$ cat config.mk
export PLATFORM = sky130hd
export DESIGN_NAME = hamming_secded_decoder_pipe
export DESIGN_NICKNAME = d
export VERILOG_FILES = /design/src/rtl/hamming_secded_decoder_pipe.sv
export SDC_FILE = /design/constraint.sdc
export NUM_CORES = 1
export LEC_CHECK = 0
export ABC_AREA = 1
export BUFFER_PORTS_ARGS = -buffer_cell sky130_fd_sc_hd__buf_4
export CAP_MARGIN = 5
export CORE_ASPECT_RATIO = 2
export CORE_MARGIN = 10
export CORE_UTILIZATION = 60
export CTS_CLUSTER_SIZE = 25
export DETAILED_ROUTE_END_ITERATION = 7
export GPL_TIMING_DRIVEN = 0
export PLACE_DENSITY = 0.85
export SYNTH_ARGS = -nofsm -noshare
export SYNTH_HDL_FRONTEND = slang
export SYNTH_SLANG_ARGS = --single-unit
$ cat constraint.sdc
create_clock -name clk -period 2.7 [get_ports clk]
set_clock_uncertainty 0.15 [all_clocks]
set_input_delay 0.135 -clock clk [delete_from_list [all_inputs] [get_ports clk]]
set_output_delay 0.135 -clock clk [all_outputs]
set_load 0.01 [all_outputs]
$ cat src/rtl/hamming_secded_decoder_pipe.sv
// Two-stage pipelined Hamming SEC / SEC-DED decoder with saturating error counters.
// Latency 2 cycles; in_ready falls only when both stages hold a word and out_ready is low.
module hamming_secded_decoder_pipe #(
   parameter int DATA_W   = 7,
   parameter int PAR_W    = 4,
   parameter int EXTENDED = 1,
   parameter int CNT_W    = 16
) (
   input  logic                             clk,
   input  logic                             rst,
   input  logic                             in_valid,
   output logic                             in_ready,
   input  logic [DATA_W+PAR_W+EXTENDED-1:0] in_code,
   output logic                             out_valid,
   input  logic                             out_ready,
   output logic [DATA_W-1:0]                out_data,
   output logic [PAR_W-1:0]                 out_syndrome,
   output logic [1:0]                       out_status,
   input  logic                             cnt_clr,
   output logic [CNT_W-1:0]                 cnt_corr,
   output logic [CNT_W-1:0]                 cnt_uncorr
);

   localparam int HAM_W  = DATA_W + PAR_W;
   localparam int CODE_W = HAM_W + EXTENDED;

   localparam logic [1:0] ST_OK     = 2'b00;
   localparam logic [1:0] ST_CORR   = 2'b01;
   localparam logic [1:0] ST_UNCORR = 2'b10;

   if ((2 ** PAR_W) < (HAM_W + 1)) begin : g_bad_params
      $error("PAR_W too small for DATA_W");
   end

   // Positions (1-based) whose bit k is set: the span of parity bit P_k.
   function automatic logic [HAM_W-1:0] cover_mask(input int k);
      logic [HAM_W-1:0] m;
      m = '0;
      for (int p = 1; p <= HAM_W; p++) begin
         if (((p >> k) & 1) != 0) m = m | (HAM_W'(1) << (p - 1));
      end
      return m;
   endfunction

   function automatic logic [HAM_W-1:0] parity_mask();
      logic [HAM_W-1:0] m;
      m = '0;
      for (int p = 1; p <= HAM_W; p++) begin
         if ((p & (p - 1)) == 0) m = m | (HAM_W'(1) << (p - 1));
      end
      return m;
   endfunction

   // Hamming position holding data bit j (non-power-of-two slots, ascending).
   function automatic int data_pos(input int j);
      int cnt;
      int pos;
      cnt = 0;
      pos = 0;
      for (int p = 1; p <= HAM_W; p++) begin
         if ((p & (p - 1)) != 0) begin
            if (cnt == j) pos = p;
            cnt = cnt + 1;
         end
      end
      return pos;
   endfunction

   localparam logic [HAM_W-1:0] PAR_MASK = parity_mask();
   localparam logic [PAR_W-1:0] HAM_P    = PAR_W'(HAM_W);

   logic              s1_en;
   logic              s2_en;
   logic              s1_valid;
   logic [HAM_W-1:0]  s1_code;
   logic [PAR_W-1:0]  s1_syn;
   logic              s1_ovr;
   logic [PAR_W-1:0]  syn_c;
   logic              ovr_c;
   logic [DATA_W-1:0] fix_data;
   logic              do_flip;
   logic [1:0]        st_c;
   logic              xfer;
   logic              unused_par;

   assign s2_en    = !out_valid || out_ready;
   assign s1_en    = !s1_valid || s2_en;
   assign in_ready = s1_en && !rst;
   assign xfer     = out_valid && out_ready;

   for (genvar k = 0; k < PAR_W; k++) begin : g_syn
      localparam logic [HAM_W-1:0] MASK = cover_mask(k);
      assign syn_c[k] = ^(in_code[HAM_W-1:0] & MASK);
   end

   if (EXTENDED != 0) begin : g_ovr
      assign ovr_c = ^in_code;
   end else begin : g_no_ovr
      assign ovr_c = 1'b0;
   end

   always_ff @(posedge clk) begin
      if (rst) begin
         s1_valid <= 1'b0;
         s1_code  <= '0;
         s1_syn   <= '0;
         s1_ovr   <= 1'b0;
      end else if (s1_en) begin
         s1_valid <= in_valid;
         if (in_valid) begin
            s1_code <= in_code[HAM_W-1:0];
            s1_syn  <= syn_c;
            s1_ovr  <= ovr_c;
         end
      end
   end

   always_comb begin
      st_c    = ST_OK;
      do_flip = 1'b0;
      if (EXTENDED != 0) begin
         if (s1_syn == '0) begin
            st_c = s1_ovr ? ST_CORR : ST_OK;
         end else if (s1_ovr && (s1_syn <= HAM_P)) begin
            st_c    = ST_CORR;
            do_flip = 1'b1;
         end else begin
            st_c = ST_UNCORR;
         end
      end else begin
         if (s1_syn == '0) begin
            st_c = ST_OK;
         end else if (s1_syn <= HAM_P) begin
            st_c    = ST_CORR;
            do_flip = 1'b1;
         end else begin
            st_c = ST_UNCORR;
         end
      end
   end

   // A parity-position error needs no data flip, so only data slots are corrected.
   for (genvar j = 0; j < DATA_W; j++) begin : g_dat
      localparam int POS = data_pos(j);
      localparam logic [PAR_W-1:0] PV = PAR_W'(POS);
      assign fix_data[j] = s1_code[POS-1] ^ (do_flip && (s1_syn == PV));
   end

   assign unused_par = ^(s1_code & PAR_MASK);

   always_ff @(posedge clk) begin
      if (rst) begin
         out_valid    <= 1'b0;
         out_data     <= '0;
         out_syndrome <= '0;
         out_status   <= ST_OK;
      end else if (s2_en) begin
         out_valid <= s1_valid;
         if (s1_valid) begin
            out_data     <= fix_data;
            out_syndrome <= s1_syn;
            out_status   <= st_c;
         end
      end
   end

   always_ff @(posedge clk) begin
      if (rst || cnt_clr) begin
         cnt_corr   <= '0;
         cnt_uncorr <= '0;
      end else if (xfer) begin
         if ((out_status == ST_CORR) && (cnt_corr != '1))
            cnt_corr <= cnt_corr + CNT_W'(1);
         if ((out_status == ST_UNCORR) && (cnt_uncorr != '1))
            cnt_uncorr <= cnt_uncorr + CNT_W'(1);
      end
   end

endmodule

==> results of run 1 <==
-- placed cells by master, fill, tap and decap left out, types with 3 or more instances in the layout --
master,synthesis,layout
sky130_fd_sc_hd__buf_4,1,61
sky130_fd_sc_hd__xor2_1,19,19
sky130_fd_sc_hd__o211ai_1,3,3
sky130_fd_sc_hd__dlygate4sd3_1,0,7
sky130_fd_sc_hd__clkinv_2,0,3
sky130_fd_sc_hd__nand2_2,4,4
sky130_fd_sc_hd__nor2_2,3,3
sky130_fd_sc_hd__o21ai_0,22,22
sky130_fd_sc_hd__nor2_1,61,61
sky130_fd_sc_hd__xnor2_1,16,16
sky130_fd_sc_hd__clkbuf_8,0,11
sky130_fd_sc_hd__nand2_1,154,154
sky130_fd_sc_hd__buf_6,4,4
sky130_fd_sc_hd__nand4_1,14,14
sky130_fd_sc_hd__clkbuf_1,10,10
sky130_fd_sc_hd__nand3_1,25,25
sky130_fd_sc_hd__dfxtp_1,59,59
sky130_fd_sc_hd__inv_1,64,64
sky130_fd_sc_hd__a21oi_1,41,41
-- through the flow --
step | utilization | hold slack [ps] | cell area [sq um] | instances
3_3_place_gp | 0.716 | 278 | 3880 | 636
3_5_place_dp | 0.716 | 288 | 3880 | 636
5_1_grt | 0.760 | 94.9 | 4120 | 657
4_1_cts | 0.760 | 19.8 | 4120 | 657
2_1_floorplan | - | 145 | 3360 | 516
6_report | 0.760 | 34.6 | 4120 | 657
-- cells in the mapped netlist (all sizes together) --
cell,count,area share
a211oi,1,0.0022
a21oi,41,0.061
and2,1,0.0019
and3,1,0.0019
buf,6,0.017
clkbuf,10,0.011
clkinv,1,0.0011
dfxtp,59,0.35
ha,2,0.0075
inv,66,0.074
nand2,159,0.18
nand3,26,0.042
nand3b,2,0.0045
nand4,14,0.026
nor2,65,0.077
nor3,2,0.0063
o211ai,3,0.0067
o21ai,22,0.033
xnor2,16,0.042
xor2,19,0.050
-- power by group through the flow --
stage	Clock [mW]	Combinational [mW]	Sequential [mW]
2_1_floorplan	0	0.150	0.944
3_3_place_gp	0	0.236	0.941
3_5_place_dp	0	0.246	0.942
4_1_cts	0.703	0.256	0.923
5_1_grt	0.745	0.290	0.925
6_report	0.696	0.257	0.924
-- repair_timing --
action | in CTS | in global routing
resized for setup | 0 | 0
hold endpoints to repair | 7 | 0
hold buffers | 7 | 0
-- flip-flops by register name, summed over array words and instances (netlist names) --
signal and cells:
s1_valid 1, cnt_corr 16, out_data 7, cnt_uncorr 16, out_syndrome 4, s1_code 7, s1_ovr 1, out_status 2
s1_syn 4, out_valid 1
-- worst reg2reg max path: cells and delay by family, from the launching register on --
kind,cells,cell delay (ps)
adders and majority gates,1,230
DFF,1,440
buffers and inverters,4,370
AOI/OAI and AO/OA,1,60
and+or+nand+nor,5,510
-- worst paths after layout --
path	slack (ps)	start	endpoint
min	30	in_code[6]	s1_code[6]
max	680	rst	in_ready
min reg2reg	330	s1_code[4]	s1_code[4]
max reg2reg	790	cnt_uncorr[0]	cnt_uncorr[9]
-- logic make-up (layout without fill, tap and decap cells) --
| logic type | count (synthesis) | count (layout) | synth area share |
|---|---|---|---|
| AND/OR/NAND/NOR | 270 | 270 | 0.343 |
| buffers and inverters | 83 | 164 | 0.103 |
| AO/OA/AOI/OAI | 67 | 67 | 0.103 |
| flip-flops | 59 | 59 | 0.352 |
| XOR/XNOR | 35 | 35 | 0.0913 |
| adder cells (fa/ha/maj) | 2 | 2 | 0.00745 |
-- final cells by class --
class / instances / area (sq um)
clock buffer: 11 / 151
tap: 60 / 75.1
buffer: 16 / 95.1
inverter: 67 / 251
multi-input combinational: 374 / 1830
fill: 461 / 1300
sequential: 59 / 1180
clock inverter: 3 / 15.0
timing repair buffer: 67 / 520
-- routing by layer --
layer / global-route usage / vias up / routed length [microns]
met3: 0.0629 / 26 / 492
li1: - / 1772 / -
met4: 0.104 / 0 / 314
met1: 0.170 / 1616 / 3020
met2: 0.373 / 91 / 5060
met5: 0 / - / 0
==> metrics.md, run 1 <==
| Metric | Value |
|---|---|
| Run status | finished clean |
| Final critical path time including I/O delays and setup | 2020 ps |
| Antenna violations before repair | 0 |
| Average cell area after synthesis | 6.51 sq um |
| YS warnings | 0 |
| Sw Pwr | 0.505 mW |
| Pin count of the biggest net entering global routing | 11 |
| Core Area | 0.00542 sq mm |
| Highest achievable clock rate | 495 MHz |
| Wirelength per Cell | 13.5 microns |
| Htree depth | 3 |
| Combined global-route utilization of all metal layers | 0.197 |
| Io pins | 64 |
| Largest voltage drop on the vdd net | 0.483 mV |
| Worst Path Required | 2410 ps |
| Number of cells on the worst reg-to-reg path | 11 |
| Register area share after synthesis | 0.352 |
| Static power due to leakage | 1.92 nW |
| Worst Hold Path Cells | 3 |
| Post-Synthesis Cells | 516 |
| Number of search-and-repair iterations in the first detailed-routing pass | 4 |
| Total power | 1.88 mW |
| Final WS setup | 680 ps |
| Root buf cell | sky130_fd_sc_hd__clkbuf_8 |
| Final setup violating endpoints | 0 |
| Post-DP HPWL | 6870 microns |
| Element type at the critical path end | output pin |
| Sink count of the clock tree | 59 |
| Share of total power consumed by net switching | 0.269 |
| Area added between synthesis and finish | 22.7% |
| Cts bufs inserted | 9 |
| Post-Synthesis Cell Area | 0.00336 sq mm |
| Critical Path Start Type | input port |
| Total die area | 0.00917 sq mm |
| Yosys cell types | 29 |
| Number of core rows | 38 |
| Final GP Congestion | 0.911 |
| Worst Path Max Fanout | 10 |
| Longest Clk Path Bufs | 2 |
| Floorplan die width | 72.9 microns |
| Diodes inserted | 0 |
| Clock-pin slew of the registers on the worst-case setup and hold paths | 60 ps |
| Proportion of power drawn by flip-flops and latches | 0.492 |
| Total of buffers placed on input and output ports | 60 |
| Setup TNS | 0 ps |
| Number of remaining DRC errors | 0 |
| Slowest stage delay, CP | 550 ps |
| Total grt overflow | 0 |
| Total nets after synthesis | 535 |
| Reported max-cap violation count | 0 |
| Clock tree from TritonCTS | done |
| Number of nets with antenna violations after routing | 0 |
| Via count | 3505 |
| Die Height | 126 microns |
| Actual transition at the worst max-transition pin | 562 ps |
| Post-CTS Setup Inserts | 0 |
| Internal Power | 1.37 mW |
| Critical-path top delay cell | sky130_fd_sc_hd__dlygate4sd3_1 |
| Worst min-delay path category | in2reg |
| Final hold violations | 0 |
| Final WL | 8890 microns |
| Setup CP Type | in2out |
| Pwr Density | 456 mW/mm^2 |
| Data arrival time of the critical path | 1730 ps |
| Pre-CTS WS | 809 ps |
| Crit path buf inv count | 6 |
| Source-to-sink clock delay at the later pin of the worst-skew pair | 340 ps |
| Post-DR vias/cell | 5.33 |
| Total stage count of the critical path | 7 |
| Initial core utilization | 0.619 |
| Number of global-route vias before repair | 3427 |
| Share of power burned in the clock network | 0.371 |
| Cells along the critical path | dlygate4sd3_1, buf_4, inv_1, clkbuf_1, nand2_1, inv_1, buf_4 |
| Slew Viols, Final | 0 |
| Wire length of the first global-routing pass | 14900 microns |
| Worst slew margin relative to its limit | 0.624 |
| Fraction of layout cells with a size suffix above 1 | 0.156 |
| Dominant delay contributor by cell family on the critical path | buffers and inverters |
| Number of flip-flops and latches in the synthesized netlist | 59 |
| RSZ-0062 raised after global routing | no |
| Logic pwr share | 0.137 |
| Final-stage net count | 613 |
| Number of DRC violations after detailed-routing iteration 0 | 264 |
| Share of the clock period used by the worst path | 0.748 |
Power figures use the tool's default switching activity.
==> run 2, diff against run 1 <==
- ABC_AREA: 1 -> 0
- CORE_UTILIZATION: 60 -> 48
- PLACE_DENSITY: 0.85 -> 0.75
- clock period: 2.7 -> 1.7 ns (I/O delays scaled with it)
==> metrics.md, run 2 <==
| Metric | Value |
|---|---|
| Diodes inserted | 0 |
| Number of enable flip-flop cells after synthesis | 0 |
| Initial core utilization | 0.495 |
| Combined global-route utilization of all metal layers | 0.179 |
| Number of global-route vias before repair | 2905 |
| Slowest stage delay, CP | 610 ps |
| Post-DP HPWL | 5860 microns |
| Post-Synthesis Cells | 334 |
| Via count | 2775 |
| Most used cells in the layout excluding fill and tap cells | sky130_fd_sc_hd__buf_4, sky130_fd_sc_hd__nor2_1, sky130_fd_sc_hd__xnor2_1 |
| Cell with the most instances after synthesis | sky130_fd_sc_hd__dfxtp_1 |
| Static power due to leakage | 1.54 nW |
| Worst slew margin relative to its limit | 0.639 |
| Total nets after synthesis | 353 |
| Slew Viols, Final | 0 |
| Run status | finished, violations left |
| Clock tree from TritonCTS | done |
| Number of cells on the worst reg-to-reg path | 5 |
| Clock-pin slew of the registers on the worst-case setup and hold paths | 50 ps |
| Cell count after placement | 458 |
| Element type at the critical path end | flip-flop |
| Critical Path Start Type | flip-flop |
| Cts bufs inserted | 9 |
| Final WS setup | -96.4 ps |
| Cells along the critical path | nand4_1, or4_4, o21ai_4, xor2_1, nor2_1 |
| Final-stage net count | 458 |
| FFs w/ async S/R, synth | 0 |
| Antenna violations before repair | 0 |
| Fraction of layout cells with a size suffix above 1 | 0.375 |
| Final GP Congestion | 0.865 |
| Number of search-and-repair iterations in the first detailed-routing pass | 4 |
| Most frequent standard cell in the layout excluding fill and tap cells | sky130_fd_sc_hd__buf_4 |
| Most area-consuming cells after synthesis | sky130_fd_sc_hd__dfxtp_1, sky130_fd_sc_hd__xnor2_1, sky130_fd_sc_hd__nor2_1, sky130_fd_sc_hd__nand2_1, sky130_fd_sc_hd__a211oi_1 |
| Final critical path time including I/O delays and setup | 1800 ps |
| Final hold violations | 0 |
| Largest voltage drop on the vdd net | 0.961 mV |
| Worst Path Max Fanout | 6 |
| Wirelength per Cell | 17.1 microns |
| Sw Pwr | 0.798 mW |
| Share of power burned in the clock network | 0.471 |
| Data arrival time of the critical path | 1850 ps |
| Post-DR vias/cell | 5.51 |
| Post-Synthesis Cell Area | 0.00282 sq mm |
| Cell taking the most area after synthesis | sky130_fd_sc_hd__dfxtp_1 |
| Pre-CTS WS | -251 ps |
| Die Height | 128 microns |
| Worst Path Required | 1760 ps |
| Pwr Density | 816 mW/mm^2 |
| Sink count of the clock tree | 59 |
| Total power | 3.44 mW |
| Number of remaining DRC errors | 0 |
| Logic pwr share | 0.106 |
| Reported max-cap violation count | 0 |
| Number of flip-flops and latches in the synthesized netlist | 59 |
| Floorplan die width | 74.2 microns |
| Worst min-delay path category | in2reg |
| Failing checks | negative setup slack |
| Internal Power | 2.65 mW |
| Wire length of the first global-routing pass | 13400 microns |
| Area added between synthesis and finish | 49.4% |
| Io pins | 64 |
| Total grt overflow | 0 |
| Setup TNS | -333 ps |
| Share of total power consumed by net switching | 0.232 |
| Critical-path top delay cell | sky130_fd_sc_hd__or4_4 |
| Root buf cell | sky130_fd_sc_hd__clkbuf_16 |
| Average cell area after synthesis | 8.45 sq um |
| Final WL | 8600 microns |
| Total die area | 0.00954 sq mm |
| Setup CP Type | reg2reg |
| Htree depth | 3 |
| Most frequently used flop master after synthesis | sky130_fd_sc_hd__dfxtp_1 |
| Pin count of the biggest net entering global routing | 11 |
| Core Area | 0.00571 sq mm |
| YS warnings | 0 |
| Worst Hold Path Cells | 4 |
| Yosys cell types | 38 |
| Proportion of power drawn by flip-flops and latches | 0.423 |
| Source-to-sink clock delay at the later pin of the worst-skew pair | 330 ps |
| Non-filler instance count after layout | 504 |
| Number of core rows | 39 |
| Most numerous cell types in the synthesized netlist | sky130_fd_sc_hd__dfxtp_1, sky130_fd_sc_hd__nor2_1, sky130_fd_sc_hd__xnor2_1 |
| Number of DRC violations after detailed-routing iteration 0 | 199 |
| Total of buffers placed on input and output ports | 63 |
| Final setup violating endpoints | 7 |
| RSZ-0062 raised after global routing | yes |
| Actual transition at the worst max-transition pin | 541 ps |
| Share of the clock period used by the worst path | 1.06 |
| Number of nets with antenna violations after routing | 0 |
| Largest registers | cnt_corr (16), cnt_uncorr (16) |
| Register area share after synthesis | 0.418 |
| Highest achievable clock rate | 557 MHz |
| Longest Clk Path Bufs | 2 |
| Share of the synthesized area in the top cell type | 0.418 |
==> run 2: cell count changes after synthesis, sizes merged, moves of 16 or more <==
| cell | before | now |
|---|---|---|
| a21oi | 41 | 21 |
| xnor2 | 16 | 47 |
| o21ai | 22 | 2 |
| a211oi | 1 | 17 |
| inv | 66 | 4 |
| nand2 | 159 | 38 |
==> run 2: stage by stage <==
stage	hold slack, ps	util	cell area, sq um
global route	84.0	0.739	4220
detailed placement	168	0.604	3450
floorplan	55.7	-	2900
global placement	164	0.604	3450
finish	56.3	0.739	4220
CTS	20.3	0.703	4010
==> run 2: cells by family after synthesis <==
| kind of cell | synth area share |
|---|---|
| flip-flops | 0.418 |
| multiplexers | 0.00709 |
| AO/OA/AOI/OAI | 0.0988 |
| XOR/XNOR | 0.171 |
| buffers and inverters | 0.0235 |
| AND/OR/NAND/NOR | 0.273 |
| adder cells (fa/ha/maj) | 0.00886 |
==> run 2: layer usage <==
| layer | share of wire | up-vias | GRT usage |
|---|---|---|---|
| met5 | 0 | - | 0 |
| li1 | - | 1361 | - |
| met1 | 0.31 | 1310 | 0.142 |
| met2 | 0.58 | 78 | 0.335 |
| met4 | 0.038 | 0 | 0.123 |
| met3 | 0.065 | 26 | 0.0654 |
==> run 2: area by class of cell <==
type	count	area, sq um
inverter	4	15.0
sequential	59	1250
multi-input combinational	259	1800
buffer	10	48.8
fill	448	1490
clock buffer	15	268
tap	61	76.3
timing repair buffer	96	758
==> run 2: worst max-delay path: cells and delay by family, from the launching register on <==
family	cells	cell delay (ps)
simple gates	3	810
flops	1	340
compound gates	1	210
xor+xnor	1	180
==> run 2: what timing repair did <==
item | CTS | global route
setup endpoints to repair | 43 | 45
setup buffers | 16 | 8
gates resized for setup | 33 | 32
hold endpoints to repair | 8 | 1
gates cloned | 0 | 1
hold buffers | 8 | 1
pin swaps | 7 | 26
==> run 2: power by group through the flow <==
stage          Clock [mW]  Combinational [mW]  Sequential [mW]
5_1_grt              1.73               0.401             1.46
3_3_place_gp            0               0.323             1.49
2_1_floorplan           0               0.204             1.49
3_5_place_dp            0               0.329             1.49
4_1_cts              1.67               0.347             1.46
6_report             1.62               0.364             1.46
==> run 2: path summary, 6_finish.rpt <==
kind | from | end | slack, ps
setup / recovery | cnt_corr[15] | cnt_corr[0] | -100
hold / removal | in_code[0] | s1_syn[0] | 60
setup reg to reg | cnt_corr[15] | cnt_corr[0] | -100
hold reg to reg | out_syndrome[1] | out_syndrome[1] | 310
